File: config.mk
export PLATFORM = sky130hd
export DESIGN_NAME = seq_detector_param_flat
export DESIGN_NICKNAME = d
export VERILOG_FILES = /design/src/rtl/seq_detector_param_if.sv /design/src/rtl/seq_detector_param.sv /design/src/flat_wrapper.sv
export SDC_FILE = /design/constraint.sdc
export NUM_CORES = 1
export LEC_CHECK = 0
export CAP_MARGIN = 20
export CORE_AREA = 10 10 47 49
export DETAILED_ROUTE_END_ITERATION = 7
export DIE_AREA = 0 0 57 59
export GPL_ROUTABILITY_DRIVEN = 1
export HOLD_SLACK_MARGIN = 0.15
export PLACE_DENSITY_LB_ADDON = 0.2
export SLEW_MARGIN = 40
export SYNTH_ARGS = -nofsm -noshare
export SYNTH_HDL_FRONTEND = slang
export SYNTH_SLANG_ARGS = --single-unit
export TNS_END_PERCENT = 5
File: constraint.sdc
create_clock -name clk -period 1 [get_ports clk]
set_clock_uncertainty 0.05 [all_clocks]
set_input_delay 0.2 -clock clk [delete_from_list [all_inputs] [get_ports clk]]
set_output_delay 0.2 -clock clk [all_outputs]
set_load 0.005 [all_outputs]
File: src/rtl/seq_detector_param_if.sv
// seq_detector_param_if: serial stream, control and match signals of the sequence detector
//   x, in_valid    serial data bit and its qualifier (master -> slave)
//   overlap_en     1 = overlapping detection, 0 = non-overlapping (master -> slave)
//   cnt_clr        synchronous clear of match_count (master -> slave)
//   z              registered match flag (slave -> master)
//   match_count    saturating match count, CNT_W bits (slave -> master)
interface seq_detector_param_if #(
   parameter int CNT_W = 8
);
   logic             x;
   logic             in_valid;
   logic             overlap_en;
   logic             cnt_clr;
   logic             z;
   logic [CNT_W-1:0] match_count;
   modport master (output x, in_valid, overlap_en, cnt_clr, input z, match_count);
   modport slave (input x, in_valid, overlap_en, cnt_clr, output z, match_count);
endinterface

File: src/rtl/seq_detector_param.sv
// seq_detector_param: Moore serial detector for a PAT_W-bit PATTERN, first bit received is PATTERN[PAT_W-1]
//   clk     rising-edge clock
//   reset   synchronous active-high reset
//   bus     seq_detector_param_if.slave: x, in_valid, overlap_en, cnt_clr in; z, match_count out
//   Define SEQ_DET_COUNT_EN to build the saturating match counter; otherwise match_count is 0
module seq_detector_param #(
   parameter int               PAT_W   = 4,
   parameter logic [PAT_W-1:0] PATTERN = 4'b1101,
   parameter int               CNT_W   = 8
) (
   input logic                 clk,
   input logic                 reset,
   seq_detector_param_if.slave bus
);
   localparam int SW = $clog2(PAT_W + 1);
   localparam int NE = 2 ** (SW + 1);

   function automatic logic pat_bit(int i);
      return |(PATTERN & (PAT_W'(1) << i));
   endfunction

   // Longest prefix of PATTERN that is a suffix of (first k pattern bits, then b)
   function automatic logic [SW-1:0] fallback(int k, logic b);
      logic [SW-1:0] r = '0;
      logic          ok;
      logic          sb;
      int            p;
      for (int l = 1; l <= PAT_W; l++) begin
         if (l <= k + 1) begin
            ok = 1'b1;
            for (int j = 0; j < l; j++) begin
               p  = k + 1 - l + j;
               sb = (p == k) ? b : pat_bit(PAT_W - 1 - p);
               if (sb != pat_bit(PAT_W - 1 - j)) ok = 1'b0;
            end
            if (ok) r = SW'(l);
         end
      end
      return r;
   endfunction

   // Entry {k, b} holds the next state; unreachable codes fall back to state 0
   function automatic logic [NE*SW-1:0] build();
      logic [NE*SW-1:0] t = '0;
      for (int k = 0; k <= PAT_W; k++)
         for (int b = 0; b < 2; b++)
            t[(2 * k + b) * SW +: SW] = fallback(k, 1'(b));
      return t;
   endfunction

   localparam logic [NE*SW-1:0] TBL = build();

   logic [SW-1:0] state;
   logic [SW-1:0] nxt;

   // Non-overlapping exit from a full match restarts as if from state 0
   always_comb
      nxt = (state == SW'(PAT_W) && !bus.overlap_en) ? TBL[{{SW{1'b0}}, bus.x} * SW +: SW]
                                                     : TBL[{state, bus.x} * SW +: SW];

   always_ff @(posedge clk)
      if (reset) begin
         state <= '0;
         bus.z <= 1'b0;
      end else if (bus.in_valid) begin
         state <= nxt;
         bus.z <= nxt == SW'(PAT_W);
      end

`ifdef SEQ_DET_COUNT_EN
   always_ff @(posedge clk)
      if (reset || bus.cnt_clr)
         bus.match_count <= '0;
      else if (bus.in_valid && nxt == SW'(PAT_W) && !(&bus.match_count))
         bus.match_count <= bus.match_count + 1'b1;
`else
   logic unused_clr;
   assign unused_clr      = bus.cnt_clr;
   assign bus.match_count = '0;
`endif
endmodule

File: src/flat_wrapper.sv
// flat-port wrapper written by rule: the top's interface ports become plain ports
module seq_detector_param_flat 
#(
   parameter int               PAT_W   = 4,
   parameter logic [PAT_W-1:0] PATTERN = 4'b1101,
   parameter int               CNT_W   = 8
)
  (clk, reset, bus_x, bus_in_valid, bus_overlap_en, bus_cnt_clr, bus_z, bus_match_count);
  seq_detector_param_if #(.CNT_W(CNT_W)) bus_i ();
  input logic clk;
  input logic reset;
  input wire logic [$bits(bus_i.x)-1:0] bus_x;
  input wire logic [$bits(bus_i.in_valid)-1:0] bus_in_valid;
  input wire logic [$bits(bus_i.overlap_en)-1:0] bus_overlap_en;
  input wire logic [$bits(bus_i.cnt_clr)-1:0] bus_cnt_clr;
  output wire logic [$bits(bus_i.z)-1:0] bus_z;
  output wire logic [$bits(bus_i.match_count)-1:0] bus_match_count;
  assign bus_i.x = bus_x;
  assign bus_i.in_valid = bus_in_valid;
  assign bus_i.overlap_en = bus_overlap_en;
  assign bus_i.cnt_clr = bus_cnt_clr;
  assign bus_z = bus_i.z;
  assign bus_match_count = bus_i.match_count;
  seq_detector_param #(.PAT_W(PAT_W), .PATTERN(PATTERN), .CNT_W(CNT_W)) u_core (.clk(clk), .reset(reset), .bus(bus_i));
endmodule
# Yosys cells after proc, flatten, opt, wreduce, memory -nomap -nowiden
# Cells that the tools add are included.
# totals
register_bits,4
latchBits,0
ramBits,0
rom_bits,0
input_bits,6
output_inout_bits,9
wordCells,11
memories,0
# op_classes
n_addsub,0
multipliers,2
n_div,0
magnitude_cmp,0
n_eq_ne,2
shift,2
muxes,1
bitwise,0
reduce_logical,2
# ops
cell,n
48-bit by 4-bit indexed part select with 3-bit output (first input constant),1
48-bit by 7-bit indexed part select with 3-bit output (first input constant),1
3-bit == test (second input constant),2
4-bit by 2-bit multiplier with 6-bit output (second input constant),1
1-bit by 2-bit multiplier with 3-bit output (second input constant),1
3-bit 2-to-1 mux,1
1-bit logical AND,1
1-bit logical NOT,1

# Longest topological paths before layout
# depth
depth_word,4
depth_mapped,3
ltp_nobuf,3

# Worst setup path after synthesis
# OpenSTA, ideal clock, no wires.
# synth_timing
path_kind,reg2reg
start,register u_core.state[2]
end,register u_core.state[0]
setup_time_ns,0.075
arrival_ns,0.922
slack_ns,-0.047
path_stages_with_launch,3
period_less_slack_ns,1.047
cell_sequence,dfxtp_1 > or4b_1 > o22ai_1
# synth_via
elab_chain_len,3
elab_cells_between_ends,5
cone_classes,1 x mul; 1 x eq/ne; 1 x shift; 1 x mux; 1 x reduce/logical
# synth_lines
element,line,source
start: declaration,seq_detector_param.sv:53,logic [SW-1:0] state;
start signal: assignment,seq_detector_param.sv:66,state <= nxt;
4-bit by 2-bit multiplier with 6-bit output / 3-bit == test (equally long branches),"seq_detector_param.sv:59, seq_detector_param.sv:58",
48-bit by 7-bit indexed part select with 3-bit output / 1-bit logical AND (equally long branches),"seq_detector_param.sv:59, seq_detector_param.sv:58",
3-bit 2-to-1 mux (*),seq_detector_param.sv:58,"nxt = (state == SW'(PAT_W) && !bus.overlap_en) ? TBL[{{SW{1'b0}}, bus.x} * SW +: SW]"
# Mark *: on every way between the ends. The rest lies on a longest branch, timed or not.
# A chain may end at the register's enable or synchronous reset.

# Worst setup path after layout
# Same ends and word-level chain as after synthesis.

==> results.py <==
metrics = {
    "status": {
        "status": "finished with violations",
        "failed_checks": "setup timing",
    },
    "drt": {
        "viasPerCell": 3.86,
        "vias": 228,
        "drt_iter0_drc": 2,
        "first_pass_iters": 3,
        "drc_errors": 0,
        "ant_nets": 0,
        "drt_wl_total_um": 643,
        "wire_per_inst_um": 10.9,
    },
    "yosys": {
        "yosysSeqAreaShare": 0.311,
        "yosysWarnings": 0,
        "postSynthCellCount": 31,
        "syn_area_per_cell_um2": 8.31,
        "ys_ff_latch": 4,
        "netlist-cell-type-count": 17,
        "netlist_area_um2": 258,
    },
    "clock_network": {
        "cts_max_level": 1,
        "cts.clk_slew.worst_paths_ns": 0.04,
        "cts-buffers-inserted": 3,
        "cts_sinks": 4,
        "cts_tree": "done",
        "clkLatencyLatePin_ns": 0.23,
        "clock_path_buffers": 2,
        "cts_root_buf": "clkbuf_4",
    },
    "worst_setup_path": {
        "cp.required_ns": 1.10,
        "worstSetupEndpointType": "register",
        "start_kind": "register",
        "ff2ff_setup_slack_ns": -0.08,
        "cp.arrival_ns": 1.18,
        "cp_max_fo": 3,
        "critical_path_class": "register to register",
    },
    "place": {
        "io_buffers": 5,
        "dp.cells": 56,
        "place_congestion": 0.709,
        "pre_cts_ws_ns": -0.440,
        "dpl.hpwl_um": 541,
    },
    "global_routing": {
        "grt_antenna_before_repair": 0,
        "grt_overflow": 0,
        "track_usage": 0.0415,
        "grt_max_degree": 7,
        "grt_pass1_vias": 264,
        "grt_pass1_wl_um": 1060,
    },
    "sta": {
        "whs_ns": 0.353,
        "fin_setup_tns_ns": -0.0808,
        "slew_viol_final": 0,
        "fin_crit_ns": 1.08,
        "worst_slack_ns": -0.0808,
        "setup-violations-final": 1,
        "fmax_mhz": 925,
        "rsz0062_at_grt": "true",
        "final.period_utilization": 1.08,
        "final_hold_viol_count": 0,
    },
    "pwr": {
        "power_uw": 438,
        "seq_power_share": 0.399,
        "combinationalPowerShare": 0.164,
        "switching_share": 0.221,
        "clockPowerShare": 0.437,
        "cellLeakagePower_nw": 0.163,
        "p_sw_uw": 96.9,
        "p_int_uw": 341,
        "peakVddDrop_mv": 0.290,
        "power_per_cell_area_mw_per_mm2": 1200,
    },
    "final_layout": {
        "fin_nets": 51,
        "multi_input_area_um2": 159,
        "diodes": 0,
        "layout.cells.non_filler": 59,
        "area_delta_synth_final_pct": 41.3,
        "drive_gt1_frac": 0.349,
        "seq_area_um2": 82.6,
        "fill_cells": 168,
        "final_cell_mix": "8 x conb_1, 5 x buf_4, 3 x a21oi_1, 3 x clkbuf_4",
        "final_common_cell": "conb_1",
    },
    "floorplanning": {
        "rows": 14,
        "die_h_um": 59,
        "dieArea_mm2": 0.00336,
        "coreArea_mm2": 0.00140,
        "initial_core_util": 0.184,
        "io_pins": 15,
        "die_w_um": 57,
    },
    "worst_hold_path": {
        "min_path_type": "input pin to register",
    },
    "flow_run": {
        "drv_cap": 0,
    },
}
## power by group through the flow
stage	Combinational (mW)	Sequential, mW	Clock, mW
global route	0.0813	0.176	0.209
global placement	0.0642	0.175	0
detailed placement	0.0651	0.176	0
CTS	0.0638	0.174	0.205
floorplan	0.0530	0.174	0
finish	0.0718	0.175	0.192
## cells in the mapped netlist
cell / count / area share
buf_4: 8 / 0.23
nand2_1: 1 / 0.015
and3b_1: 1 / 0.034
o21ai_0: 1 / 0.019
nand2b_1: 2 / 0.049
nor2b_1: 2 / 0.049
a31oi_1: 1 / 0.024
conb_1: 1 / 0.015
a21oi_1: 3 / 0.058
dfxtp_1: 4 / 0.31
xnor2_1: 1 / 0.034
nor2_1: 1 / 0.015
and2b_1: 1 / 0.029
nand4_1: 1 / 0.024
or4b_1: 1 / 0.039
o22ai_1: 1 / 0.024
o211ai_1: 1 / 0.029
## layout make-up
cell class | count | share of cell area
Sequential cell | 4 | 0.227
Timing Repair Buffer | 10 | 0.220
Clock buffer | 3 | 0.0619
Multi-Input combinational cell | 26 | 0.436
Tap cell | 16 | 0.0550
## sequential cells by signal, summed over array words and instances (netlist names)
register and flops:
u_core.bus.z 1, u_core.state 3
## per-stage QoR
| step | util | cell area (um^2) |
|---|---|---|
| 2_1_floorplan | - | 285 |
| 3_3_place_gp | 0.238 | 333 |
| 3_5_place_dp | 0.238 | 333 |
| 4_1_cts | 0.251 | 352 |
| 5_1_grt | 0.260 | 364 |
| 6_report | 0.260 | 364 |
## kinds of logic (layout without fill, tap and decap cells)
kind of cell | Yosys count | in the layout | synth area share
xor gates and xnor gates | 1 | 1 | 0.0340
AOI/OAI and AO/OA | 7 | 7 | 0.155
and+or+nand+nor | 10 | 10 | 0.252
buffers and inverters | 8 | 13 | 0.233
DFF | 4 | 4 | 0.311
other | 1 | 8 | 0.0145
## final timing paths
path | start | to | cells past startpoint
min | reset | u_core.state[2] | 3
min reg2reg | u_core.state[1] | u_core.state[1] | 2
max | u_core.state[2] | u_core.state[0] | 2
max reg2reg | u_core.state[2] | u_core.state[0] | 2
## per-layer routing
layer | track usage | routed length, um
met5 | 0 | 0
met4 | 0.0201 | 0
met3 | 0.0300 | 52
met2 | 0.0744 | 333
met1 | 0.0333 | 257
## critical path, stage by stage (launching register included)
cell	delay, ns
dfxtp_2	0.32
or4b_4	0.53
o22ai_2	0.10
## what timing repair did
item | in CTS | in global routing
buffers inserted | 0 | 0
pin swaps | 2 | 3
resized for setup | 8 | 3
endpoints found under the hold margin | 0 | 0
hold buffers | 0 | 0
setup endpoints to repair | 5 | 4
(Power assumes the default switching activity.)
